File: src/rtl/vga_timing_pkg.sv
// Shared 640x480@60 timing constants and lock-FSM types for the VGA
// generator and the receive-side sync decoder.
package vga_timing_pkg;

  localparam int H_VISIBLE = 640;
  localparam int H_FRONT   = 16;
  localparam int H_SYNC    = 96;
  localparam int H_BACK    = 48;
  localparam int V_VISIBLE = 480;
  localparam int V_FRONT   = 10;
  localparam int V_SYNC    = 2;
  localparam int V_BACK    = 33;

  localparam int H_TOTAL     = H_SYNC + H_BACK + H_VISIBLE + H_FRONT;
  localparam int V_TOTAL     = V_SYNC + V_BACK + V_VISIBLE + V_FRONT;
  localparam int H_ACT_START = H_SYNC + H_BACK;
  localparam int H_ACT_END   = H_ACT_START + H_VISIBLE - 1;
  localparam int V_ACT_START = V_SYNC + V_BACK;
  localparam int V_ACT_END   = V_ACT_START + V_VISIBLE - 1;

  localparam logic SYNC_POL    = 1'b0;
  localparam int   LOCK_FRAMES = 2;

  localparam int               CNT_W   = 10;
  localparam logic [CNT_W-1:0] CNT_MAX = '1;

  typedef enum logic [1:0] {
    SEARCH  = 2'd0,
    ACQUIRE = 2'd1,
    LOCKED  = 2'd2
  } lock_state_e;

  // True when a sync pin sits at its asserted level.
  function automatic logic sync_level(input logic pin, input logic pol);
    return pin == pol;
  endfunction

endpackage

File: src/rtl/vga_sync_decoder_if.sv
// Video link between a VGA source (master) and the sync decoder (slave),
// including the decoder's recovered-coordinate and status outputs.
interface vga_sync_decoder_if;
  import vga_timing_pkg::*;

  logic             h_sync;
  logic             v_sync;
  logic [3:0]       red;
  logic [3:0]       green;
  logic [3:0]       blue;

  logic [CNT_W-1:0] x_loc;
  logic [CNT_W-1:0] y_loc;
  logic             video_on;
  logic [3:0]       pix_r;
  logic [3:0]       pix_g;
  logic [3:0]       pix_b;
  logic             locked;
  logic             frame_start;
  logic             sync_err;
  logic [CNT_W-1:0] line_len;
  logic [CNT_W-1:0] frame_lines;

  modport master (
    output h_sync, v_sync, red, green, blue,
    input  x_loc, y_loc, video_on, pix_r, pix_g, pix_b,
           locked, frame_start, sync_err, line_len, frame_lines
  );

  modport slave (
    input  h_sync, v_sync, red, green, blue,
    output x_loc, y_loc, video_on, pix_r, pix_g, pix_b,
           locked, frame_start, sync_err, line_len, frame_lines
  );

endinterface

File: src/rtl/vga_edge_det.sv
// Polarity-normalised sync level with assert/deassert edge pulses and a
// saturating count of how many cycles the pulse stayed asserted.
module vga_edge_det
  import vga_timing_pkg::*;
#(
  parameter logic ASSERT_LVL = SYNC_POL
) (
  input  logic             clk,
  input  logic             rst_n,
  input  logic             sync_in,
  output logic             level,
  output logic             assert_edge,
  output logic             deassert_edge,
  output logic [CNT_W-1:0] width
);

  logic             level_q;
  logic [CNT_W-1:0] cnt;

  assign level         = sync_level(sync_in, ASSERT_LVL);
  assign assert_edge   = level & ~level_q;
  assign deassert_edge = ~level & level_q;
  // Valid on the deassert edge: number of cycles the pulse was asserted.
  assign width         = cnt;

  // NOTE: state is updated with non-blocking assignments so every flop samples
  // pre-edge values; blocking here would create order-dependent simulation.
  always_ff @(posedge clk or negedge rst_n) begin
    if (!rst_n) begin
      level_q <= 1'b0;
      cnt     <= '0;
    end else begin
      level_q <= level;
      if (assert_edge)
        cnt <= CNT_W'(1);
      else if (level && cnt != CNT_MAX)
        cnt <= cnt + 1'b1;
    end
  end

endmodule

File: src/rtl/vga_sync_decoder.sv
// Receive-side VGA sync decoder: rebuilds pixel coordinates from h/v sync,
// checks timing against nominal, and reports lock, errors and measurements.
module vga_sync_decoder #(
  parameter int   H_VISIBLE   = vga_timing_pkg::H_VISIBLE,
  parameter int   H_FRONT     = vga_timing_pkg::H_FRONT,
  parameter int   H_SYNC      = vga_timing_pkg::H_SYNC,
  parameter int   H_BACK      = vga_timing_pkg::H_BACK,
  parameter int   V_VISIBLE   = vga_timing_pkg::V_VISIBLE,
  parameter int   V_FRONT     = vga_timing_pkg::V_FRONT,
  parameter int   V_SYNC      = vga_timing_pkg::V_SYNC,
  parameter int   V_BACK      = vga_timing_pkg::V_BACK,
  parameter logic SYNC_POL    = vga_timing_pkg::SYNC_POL,
  parameter int   LOCK_FRAMES = vga_timing_pkg::LOCK_FRAMES
) (
  input logic               clk,
  input logic               rst_n,
  vga_sync_decoder_if.slave vga
);
  import vga_timing_pkg::*;

  localparam int GC_W = $clog2(LOCK_FRAMES + 1);

  localparam logic [CNT_W-1:0] H_TOT  = CNT_W'(H_SYNC + H_BACK + H_VISIBLE + H_FRONT);
  localparam logic [CNT_W-1:0] V_TOT  = CNT_W'(V_SYNC + V_BACK + V_VISIBLE + V_FRONT);
  localparam logic [CNT_W-1:0] H_WID  = CNT_W'(H_SYNC);
  localparam logic [CNT_W-1:0] H_LO   = CNT_W'(H_SYNC + H_BACK);
  localparam logic [CNT_W-1:0] H_HI   = CNT_W'(H_SYNC + H_BACK + H_VISIBLE - 1);
  localparam logic [CNT_W-1:0] V_LO   = CNT_W'(V_SYNC + V_BACK);
  localparam logic [CNT_W-1:0] V_HI   = CNT_W'(V_SYNC + V_BACK + V_VISIBLE - 1);
  localparam logic [GC_W-1:0]  GC_TGT = GC_W'(LOCK_FRAMES);

  logic             hs_lvl, hs_assert, hs_deassert;
  logic [CNT_W-1:0] hs_width;
  logic             vs_lvl, vs_hist;
  logic             v_edge;

  logic [CNT_W-1:0] hc, vc, hc_inc, vc_inc, hc_nxt, vc_nxt;
  logic [CNT_W-1:0] line_meas, frame_meas;

  logic             line_bad, width_bad, frame_bad, sync_lost, violation;
  logic             in_window, vid_nxt;

  lock_state_e      state, state_nxt;
  logic [GC_W-1:0]  good_cnt, good_nxt;

  vga_edge_det #(.ASSERT_LVL(SYNC_POL)) u_hs_det (
    .clk           (clk),
    .rst_n         (rst_n),
    .sync_in       (vga.h_sync),
    .level         (hs_lvl),
    .assert_edge   (hs_assert),
    .deassert_edge (hs_deassert),
    .width         (hs_width)
  );

  assign vs_lvl = sync_level(vga.v_sync, SYNC_POL);
  assign v_edge = hs_assert & vs_lvl & ~vs_hist;

  // hc_nxt/vc_nxt are the coordinates of the sample on the bus this cycle;
  // everything registered below is derived from them for 1-cycle latency.
  assign hc_inc = (hc == CNT_MAX) ? hc : hc + 1'b1;
  assign vc_inc = (vc == CNT_MAX) ? vc : vc + 1'b1;
  assign hc_nxt = hs_assert ? '0 : hc_inc;
  assign vc_nxt = v_edge ? '0 : (hs_assert ? vc_inc : vc);

  assign line_meas  = hc + 1'b1;
  assign frame_meas = vc + 1'b1;

  assign line_bad  = hs_assert && (line_meas != H_TOT);
  assign width_bad = hs_deassert && (hs_width != H_WID);
  assign frame_bad = v_edge && (frame_meas != V_TOT);
  assign sync_lost = (hc_nxt == CNT_MAX) && (hc != CNT_MAX);
  assign violation = (state != SEARCH) &&
                     (line_bad || width_bad || frame_bad || sync_lost);

  assign in_window = (hc_nxt >= H_LO) && (hc_nxt <= H_HI) &&
                     (vc_nxt >= V_LO) && (vc_nxt <= V_HI);
  assign vid_nxt   = (state_nxt == LOCKED) && in_window;

  // NOTE: every always_comb output gets a default first so no path leaves a
  // variable unassigned, which would otherwise infer a latch.
  always_comb begin
    state_nxt = state;
    good_nxt  = good_cnt;
    unique case (state)
      SEARCH: begin
        if (v_edge) begin
          state_nxt = ACQUIRE;
          good_nxt  = '0;
        end
      end
      ACQUIRE: begin
        if (violation) begin
          state_nxt = SEARCH;
          good_nxt  = '0;
        end else if (v_edge) begin
          good_nxt = good_cnt + 1'b1;
          if (good_nxt == GC_TGT)
            state_nxt = LOCKED;
        end
      end
      LOCKED: begin
        if (violation) begin
          state_nxt = SEARCH;
          good_nxt  = '0;
        end
      end
      default: begin
        state_nxt = SEARCH;
        good_nxt  = '0;
      end
    endcase
  end

  always_ff @(posedge clk or negedge rst_n) begin
    if (!rst_n) begin
      state    <= SEARCH;
      good_cnt <= '0;
      hc       <= '0;
      vc       <= '0;
      vs_hist  <= 1'b0;
    end else begin
      state    <= state_nxt;
      good_cnt <= good_nxt;
      hc       <= hc_nxt;
      vc       <= vc_nxt;
      if (hs_assert)
        vs_hist <= vs_lvl;
    end
  end

  always_ff @(posedge clk or negedge rst_n) begin
    if (!rst_n) begin
      vga.x_loc       <= '0;
      vga.y_loc       <= '0;
      vga.video_on    <= 1'b0;
      vga.pix_r       <= '0;
      vga.pix_g       <= '0;
      vga.pix_b       <= '0;
      vga.locked      <= 1'b0;
      vga.frame_start <= 1'b0;
      vga.sync_err    <= 1'b0;
      vga.line_len    <= '0;
      vga.frame_lines <= '0;
    end else begin
      vga.video_on    <= vid_nxt;
      vga.x_loc       <= vid_nxt ? hc_nxt - H_LO : '0;
      vga.y_loc       <= vid_nxt ? vc_nxt - V_LO : '0;
      vga.pix_r       <= vid_nxt ? vga.red   : '0;
      vga.pix_g       <= vid_nxt ? vga.green : '0;
      vga.pix_b       <= vid_nxt ? vga.blue  : '0;
      vga.locked      <= (state_nxt == LOCKED);
      vga.frame_start <= (state == LOCKED) && v_edge && !violation;
      vga.sync_err    <= violation;
      if (hs_assert)
        vga.line_len <= line_meas;
      if (v_edge)
        vga.frame_lines <= frame_meas;
    end
  end

endmodule

File: src/flat_wrapper.sv
// flat-port wrapper written by rule: the top's interface ports become plain ports
module vga_sync_decoder_flat import vga_timing_pkg::*;
#(
  parameter int   H_VISIBLE   = vga_timing_pkg::H_VISIBLE,
  parameter int   H_FRONT     = vga_timing_pkg::H_FRONT,
  parameter int   H_SYNC      = vga_timing_pkg::H_SYNC,
  parameter int   H_BACK      = vga_timing_pkg::H_BACK,
  parameter int   V_VISIBLE   = vga_timing_pkg::V_VISIBLE,
  parameter int   V_FRONT     = vga_timing_pkg::V_FRONT,
  parameter int   V_SYNC      = vga_timing_pkg::V_SYNC,
  parameter int   V_BACK      = vga_timing_pkg::V_BACK,
  parameter logic SYNC_POL    = vga_timing_pkg::SYNC_POL,
  parameter int   LOCK_FRAMES = vga_timing_pkg::LOCK_FRAMES
)
  (clk, rst_n, vga_h_sync, vga_v_sync, vga_red, vga_green, vga_blue, vga_x_loc, vga_y_loc, vga_video_on, vga_pix_r, vga_pix_g, vga_pix_b, vga_locked, vga_frame_start, vga_sync_err, vga_line_len, vga_frame_lines);
  vga_sync_decoder_if vga_i ();
  input logic clk;
  input logic rst_n;
  input wire logic [$bits(vga_i.h_sync)-1:0] vga_h_sync;
  input wire logic [$bits(vga_i.v_sync)-1:0] vga_v_sync;
  input wire logic [$bits(vga_i.red)-1:0] vga_red;
  input wire logic [$bits(vga_i.green)-1:0] vga_green;
  input wire logic [$bits(vga_i.blue)-1:0] vga_blue;
  output wire logic [$bits(vga_i.x_loc)-1:0] vga_x_loc;
  output wire logic [$bits(vga_i.y_loc)-1:0] vga_y_loc;
  output wire logic [$bits(vga_i.video_on)-1:0] vga_video_on;
  output wire logic [$bits(vga_i.pix_r)-1:0] vga_pix_r;
  output wire logic [$bits(vga_i.pix_g)-1:0] vga_pix_g;
  output wire logic [$bits(vga_i.pix_b)-1:0] vga_pix_b;
  output wire logic [$bits(vga_i.locked)-1:0] vga_locked;
  output wire logic [$bits(vga_i.frame_start)-1:0] vga_frame_start;
  output wire logic [$bits(vga_i.sync_err)-1:0] vga_sync_err;
  output wire logic [$bits(vga_i.line_len)-1:0] vga_line_len;
  output wire logic [$bits(vga_i.frame_lines)-1:0] vga_frame_lines;
  assign vga_i.h_sync = vga_h_sync;
  assign vga_i.v_sync = vga_v_sync;
  assign vga_i.red = vga_red;
  assign vga_i.green = vga_green;
  assign vga_i.blue = vga_blue;
  assign vga_x_loc = vga_i.x_loc;
  assign vga_y_loc = vga_i.y_loc;
  assign vga_video_on = vga_i.video_on;
  assign vga_pix_r = vga_i.pix_r;
  assign vga_pix_g = vga_i.pix_g;
  assign vga_pix_b = vga_i.pix_b;
  assign vga_locked = vga_i.locked;
  assign vga_frame_start = vga_i.frame_start;
  assign vga_sync_err = vga_i.sync_err;
  assign vga_line_len = vga_i.line_len;
  assign vga_frame_lines = vga_i.frame_lines;
  vga_sync_decoder #(.H_VISIBLE(H_VISIBLE), .H_FRONT(H_FRONT), .H_SYNC(H_SYNC), .H_BACK(H_BACK), .V_VISIBLE(V_VISIBLE), .V_FRONT(V_FRONT), .V_SYNC(V_SYNC), .V_BACK(V_BACK), .SYNC_POL(SYNC_POL), .LOCK_FRAMES(LOCK_FRAMES)) u_core (.clk(clk), .rst_n(rst_n), .vga(vga_i));
endmodule
File: config.mk
export PLATFORM = sky130hd
export DESIGN_NAME = vga_sync_decoder_flat
export DESIGN_NICKNAME = d
export VERILOG_FILES = /design/src/rtl/vga_timing_pkg.sv /design/src/rtl/vga_sync_decoder_if.sv /design/src/rtl/vga_edge_det.sv /design/src/rtl/vga_sync_decoder.sv /design/src/flat_wrapper.sv
export SDC_FILE = /design/constraint.sdc
export NUM_CORES = 1
export LEC_CHECK = 0
export ABC_AREA = 1
export CAP_MARGIN = 10
export CORE_MARGIN = 3
export CORE_UTILIZATION = 58
export DETAILED_ROUTE_END_ITERATION = 8
export PLACE_DENSITY = 0.94
export SETUP_SLACK_MARGIN = 0.2
export SLEW_MARGIN = 20
export SYNTH_ARGS = -nofsm -noshare
export SYNTH_HDL_FRONTEND = slang
export SYNTH_SLANG_ARGS = --single-unit
File: constraint.sdc
create_clock -name clk -period 5.8 [get_ports clk]
set_clock_uncertainty 0.15 [all_clocks]
set_input_delay 0.58 -clock clk [delete_from_list [all_inputs] [get_ports clk]]
set_output_delay 0.58 -clock clk [all_outputs]
set_load 0.02 [all_outputs]
==> results.txt, run 1 <==
Outcome -> finished clean
Number of routed nets with antenna violations -> 0
Starting Density -> 0.616
Slew margin rel. -> 0.404
Setup violations, final -> 0
GRT overflow -> 0
Clk sink count -> 92
Chip Height -> 94.9 um
CP Class -> primary input to flip-flop
Number of vias per cell -> 5.33
Flops & latches, synth -> 92
Post CTS Setup Buffer Count -> 0
CTS-repair resized insts -> 0
Vias in the first global route -> 3899
Mapped Cells -> 548
Fin. max-slew vios -> 0
Startpoint Class -> primary input
Clock transition at path regs -> 0.10 ns
Top_reg_cell synth -> dfrtp_1
Final Net Count -> 647
Clk_lat worst skew -> 0.36 ns
Drc violations -> 0
Fillers -> 539
Unrepaired setup endpoints after global routing -> false
Total power -> 1.73 mW
Final Hold Fails -> 0
CTS tree -> done
TritonRoute pass-1 iters -> 5
Io pins -> 72
Syn avg cell area -> 8.37 um2
Worst setup EP type -> flip-flop
Commonest non-fill, non-tap cell in the layout -> nand2_1
Fmax achieved -> 0.243 GHz
Worst Hold Class -> primary input to asynchronous set/reset pin
CTS root buf -> clkbuf_8
Net count after synthesis -> 576
ANT cells -> 0
Seq/Total Area, Yosys -> 0.502
Peak supply drop -> 0.230 mV
Row count -> 31
Total track usage -> 0.258
Number of library cell types mapped by synthesis -> 29
Final HPWL from detailed placement -> 7370 um
Layout Cells excl Fill -> 722
Tmin final -> 4.11 ns
Req. time, crit path -> 5.92 ns
Post-synth EDFFs -> 0
Highest-count cells in the layout ignoring fill and taps -> nand2_1, dfrtp_1, inv_1
Async SR Flop Fraction -> 1.00
Mapped cell area -> 4590 um2
H-tree levels -> 3
Share of post-route cells with drive strength above 1 -> 0.111
Max clock buf depth -> 2
Worst Max-Slew Pin Slew -> 0.894 ns
MaxCap Viol Count -> 0
DR vias -> 3850
Yosys warning count -> 0
Leakage power -> 2.78 nW
Cells after DPL -> 707
Total die area -> 9010 um2
CTS Buf Count -> 9
First-pass GRT wire length -> 18000 um
Placed inst area -> 5340 um2
Critical Path AT -> 4.23 ns
DRT Wirelength -> 10500 um
Initial antenna violation count -> 0
Final instance area -> 5540 um2
1st-iter DRT viols -> 235
Largest fanout on the critical path -> 33
Hold Buf Count CTS -> 0
DR WL/cell -> 14.6 um
PortBufs -> 71
Final Cycle Share -> 0.709
TNS Setup -> 0 ns
Pin count of the biggest net entering global routing -> 93
Chip width -> 94.9 um
Core Area -> 7450 um2
Pwr dens -> 312 nW/um2
Global placement routability congestion -> 0.907
Layout area overhead -> 20.8%
[cell families (layout without fill, tap and decap cells)]
group,Yosys count,count (layout),synth area share
buffers and inverters,93,168,0.0846
and+or+nand+nor,282,282,0.289
DFF,92,92,0.502
xor gates and xnor gates,16,16,0.0306
AOI/OAI and AO/OA,53,53,0.0611
adders and majority gates,12,12,0.0327
[flip-flops by register name, indices dropped and copies added (netlist names)]
signal,count
u_core.state,2
u_core.vga.video_on,1
u_core.u_hs_det.width,10
u_core.vga.sync_err,1
u_core.vc,10
u_core.good_cnt,2
u_core.vs_hist,1
u_core.hc,10
u_core.vga.pix_r,4
u_core.vga.pix_g,4
u_core.vga.line_len,10
u_core.vga.pix_b,4
u_core.vga.frame_lines,10
u_core.vga.locked,1
u_core.vga.frame_start,1
u_core.u_hs_det.level_q,1
u_core.vga.x_loc,10
u_core.vga.y_loc,10
[cell usage after synthesis, types with 2 or more instances]
library cell	n	area (um2)
a21oi_1	12	60.1
buf_6	5	56.3
clkbuf_1	5	18.8
dfrtp_1	92	2300
ha_1	12	150
inv_1	78	293
inv_2	4	15.0
nand2_1	136	510
nand2_2	4	25.0
nand3_1	35	175
nand3_2	4	40.0
nand3_4	2	35.0
nand3b_1	3	22.5
nand4_1	6	37.5
nor2_1	43	161
nor2_2	33	206
nor2_4	3	33.8
nor3_1	9	45.0
nor3_2	2	20.0
o21ai_0	36	180
o21bai_1	2	15.0
xnor2_1	2	17.5
xor2_1	14	123
[final timing paths]
path / startpoint / to / slack, ns / depth (start not counted)
setup / recovery: vga_h_sync / u_core.vga.x_loc[0] / 1.69 / 13
hold / removal: rst_n / u_core.vga.line_len[3] / 0.14 / 1
setup reg to reg: u_core.u_hs_det.level_q / u_core.vga.x_loc[0] / 1.94 / 12
hold reg to reg: u_core.vga.line_len[8] / u_core.vga.line_len[8] / 0.34 / 2
max in group asynchronous: rst_n / u_core.state[0] / 4.83 / 1
min in group clk: u_core.vga.line_len[8] / u_core.vga.line_len[8] / 0.34 / 2
[power breakdown]
group          leakage (nW)  switching [mW]  internal (mW)
combinational          1.45           0.324          0.188
clock                0.0974           0.232          0.202
sequential             1.23          0.0673          0.716
total                  2.78           0.623           1.11
[stage by stage]
stage          setup slack [ns]   util  hold slack [ns]
4_1_cts                    1.73  0.744            0.326
6_report                   1.69  0.744            0.139
3_5_place_dp               1.36  0.717            0.323
5_1_grt                    1.28  0.744            0.187
3_3_place_gp               1.63  0.717            0.317
2_1_floorplan              3.02      -            0.134
[per-layer routing]
layer | wire [um] | track usage | share of wire
met4 | 311 | 0.121 | 0.030
met1 | 3980 | 0.309 | 0.38
met5 | 0 | 0 | 0
met3 | 599 | 0.0526 | 0.057
met2 | 5630 | 0.444 | 0.54
[worst max-delay path, cell delays in order]
cell,delay (ns)
clkdlybuf4s50_1,0.46
nor2_2,0.70
nand3_2,0.64
inv_2,0.39
nor3_2,0.13
inv_1,0.08
ha_1,0.14
nor2_1,0.04
nor2_1,0.11
nand3_1,0.08
nand2_1,0.13
nand3_4,0.43
nor2_1,0.29
[cell type report]
cell class / instances / area, um2 / area share
well taps: 99 / 124 / 0.0224
flip-flops and latches: 92 / 2300 / 0.415
multi-input cells: 363 / 1900 / 0.342
clock inverters: 6 / 75.1 / 0.0135
clock buffers: 9 / 124 / 0.0224
repair buffers: 71 / 712 / 0.128
inverters: 82 / 308 / 0.0555
No activity file was read; power rests on OpenSTA's default activity.
==> run 2, diff against run 1 <==
CORE_UTILIZATION = 54   (was 58)
PLACE_DENSITY = 0.89   (was 0.94)
clock period = 4 ns   (was 5.8 ns; I/O delays follow)
==> run 2 against run 1 <==
Net effect: the flow now finishes with violations (hold timing); hold slack got worse by 0.19 ns; final cell count increased by 0.97%; wire length decreased by 3.6%; count of clock-buffer cells in the layout increased by 1; non-clock buffer count increased by 3; critical path type is now flip-flop to flip-flop; clock power increased by 31%; via count decreased by 0.62%; sequential cell count unchanged; global-route usage decreased by 3.4 points; first-iteration DRC count decreased by 17%.
==> results.txt, run 2 (synthesized netlist as in run 1, its figures left out) <==
Post CTS Setup Buffer Count -> 0 (unchanged)
DRT Wirelength -> 10100 um (-3.6%)
Number of routed nets with antenna violations -> 0 (unchanged)
PortBufs -> 71 (unchanged)
Placed inst area -> 5370 um2 (+0.49%)
Share of power burned in registers -> 0.463 (+0.010)
TritonRoute pass-1 iters -> 4 (-1)
Worst setup EP type -> flip-flop
Io pins -> 72 (unchanged)
Critical Path AT -> 3.55 ns (-0.68 ns)
Initial antenna violation count -> 0 (unchanged)
M2 GR Usage -> 0.394 (-0.0502)
Max clock buf depth -> 2 (unchanged)
Outcome -> finished with violations
Worst Max-Slew Pin Slew -> 0.805 ns (-0.0884 ns)
Switching part of the total -> 0.371 (+0.0103)
Core Area -> 7970 um2 (+7.0%)
GRT overflow -> 0 (unchanged)
Clk_lat worst skew -> 0.37 ns (about the same)
Final Net Count -> 650 (+0.46%)
WHS -> -0.0555 ns (-0.195 ns)
TNS Setup -> 0 ns (unchanged)
CTS root buf -> clkbuf_8
Met1 usage -> 0.259 (-0.0499)
Share of post-route cells with drive strength above 1 -> 0.116 (+0.00567)
CTS Buf Count -> 9 (unchanged)
Setup violations, final -> 0 (unchanged)
Req. time, crit path -> 4.14 ns (-1.78 ns)
Leakage power -> 2.77 nW (-0.16%)
Vias in the first global route -> 3851 (-1.2%)
Row count -> 32 (+3.2%)
Number of vias per cell -> 5.25 (-1.6%)
First-pass GRT wire length -> 17500 um (-2.7%)
Register-to-register setup slack -> 0.59 ns (-1.35 ns)
Clock power share -> 0.232 (-0.019)
Total die area -> 9640 um2 (+6.9%)
Final HPWL from detailed placement -> 7370 um (about the same)
Pin count of the biggest net entering global routing -> 93 (unchanged)
Startpoint Class -> flip-flop
Global placement routability congestion -> 0.927 (+2.2%)
H-tree levels -> 3 (unchanged)
Clock transition at path regs -> 0.09 ns (about the same)
Total power -> 2.45 mW (+42%)
Layer with the highest usage -> met2
Fin. max-slew vios -> 0 (unchanged)
Share of power burned in combinational logic -> 0.305 (+0.009)
Tmin final -> 3.41 ns
Final Hold Fails -> 92 (+92)
Worst Hold Class -> primary input to asynchronous set/reset pin
Chip Height -> 98.2 um (+3.4%)
Starting Density -> 0.576 (-0.0402)
Largest fanout on the critical path -> 33 (unchanged)
CTS tree -> done
Pwr dens -> 442 nW/um2 (+42%)
M3 GR Usage -> 0.0421 (-0.0104)
Final setup margin -> 0.590 ns (-1.10 ns)
1st-iter DRT viols -> 194 (-17%)
Highest-count cells in the layout ignoring fill and taps -> nand2_1, dfrtp_1, inv_1
Drc violations -> 0 (unchanged)
MaxCap Viol Count -> 0 (unchanged)
Peak supply drop -> 0.329 mV (+43%)
Final Cycle Share -> 0.853
DR vias -> 3826 (-0.62%)
DR WL/cell -> 13.9 um (-4.5%)
Pint -> 1.54 mW (+40%)
Slew margin rel. -> 0.463 (+0.0596)
Switching pwr -> 0.909 mW (+46%)
ANT cells -> 0 (unchanged)
CP Class -> flip-flop to flip-flop
CTS-repair resized insts -> 0 (unchanged)
Failing checks -> hold timing
Layout area overhead -> 21.0%
Clk sink count -> 92 (unchanged)
Total track usage -> 0.224 (-0.0344)
Unrepaired setup endpoints after global routing -> false
Commonest non-fill, non-tap cell in the layout -> nand2_1
Fmax achieved -> 0.293 GHz
Hold Buf Count CTS -> 0 (unchanged)
Chip width -> 98.2 um (+3.4%)
Dpl ws -> 0.353 ns (-1.00 ns)
Final instance area -> 5550 um2 (+0.14%)
-- run 2: cell types whose count changed in the layout (fill, tap and decap cells not counted) --
cell / change
buf_4: +3
bufinv_16: -1
clkbuf_1: +1
a21oi_2: +1
a21oi_1: -1
inv_6: +1
clkinv_4: -1
clkinvlp_4: +2
inv_8: -1
-- run 2: final timing paths --
check,startpoint,endpoint,cells past startpoint
max reg2reg,u_core.vc[0],u_core.vga.x_loc[1],16
min,rst_n,u_core.vga.line_len[7],1
max,u_core.vc[0],u_core.vga.x_loc[1],16
min reg2reg,u_core.vga.frame_lines[5],u_core.vga.frame_lines[5],2
min in group clk,u_core.vga.frame_lines[5],u_core.vga.frame_lines[5],2
max in group asynchronous,rst_n,u_core.vc[5],1
-- run 2: power groups by stage --
stage | registers (mW) | logic [mW] | clock network, mW
after floorplan | 1.20 | 0.412 | 0
after global placement | 1.15 | 0.714 | 0
after detailed placement | 1.15 | 0.736 | 0
after CTS | 1.13 | 0.745 | 0.577
after global routing | 1.15 | 0.826 | 0.625
final | 1.14 | 0.747 | 0.569
-- run 2: cell type report --
class,count,area [um2]
clock buffer,10,128
clock inverter,6,48.8
fill,636,2420
inverter,82,308
multi-input combinational,363,1900
sequential,92,2300
tap,102,128
timing repair buffer,74,734
-- run 2: through the flow --
step / std cells / hold WS (ns) / utilization
detailed placement: 713 / 0.315 / 0.673
global route: 729 / 0.00357 / 0.696
floorplan: 548 / -0.0456 / -
global placement: 713 / 0.318 / 0.673
finish: 729 / -0.0555 / 0.696
CTS: 729 / 0.138 / 0.696
-- run 2: worst max-delay path, stage by stage, from the launching register on --
cell and delay (ns):
dfrtp_1 0.49, ha_1 0.29, nand3_1 0.16, nor2_2 0.17
nand3_2 0.12, nand2_2 0.17, nor2_1 0.07, nor3_2 0.33
ha_1 0.23, nand2_1 0.07, nor2_1 0.12, nand4_1 0.08
nand2_1 0.06, nor2_1 0.05, nor2_2 0.12, nand3_4 0.41
nor2_1 0.24
-- run 2: metal layers --
metal,routed length [um],part of all wire
met5,0,0
met4,300,0.030
met3,561,0.055
met2,5400,0.53
met1,3890,0.38
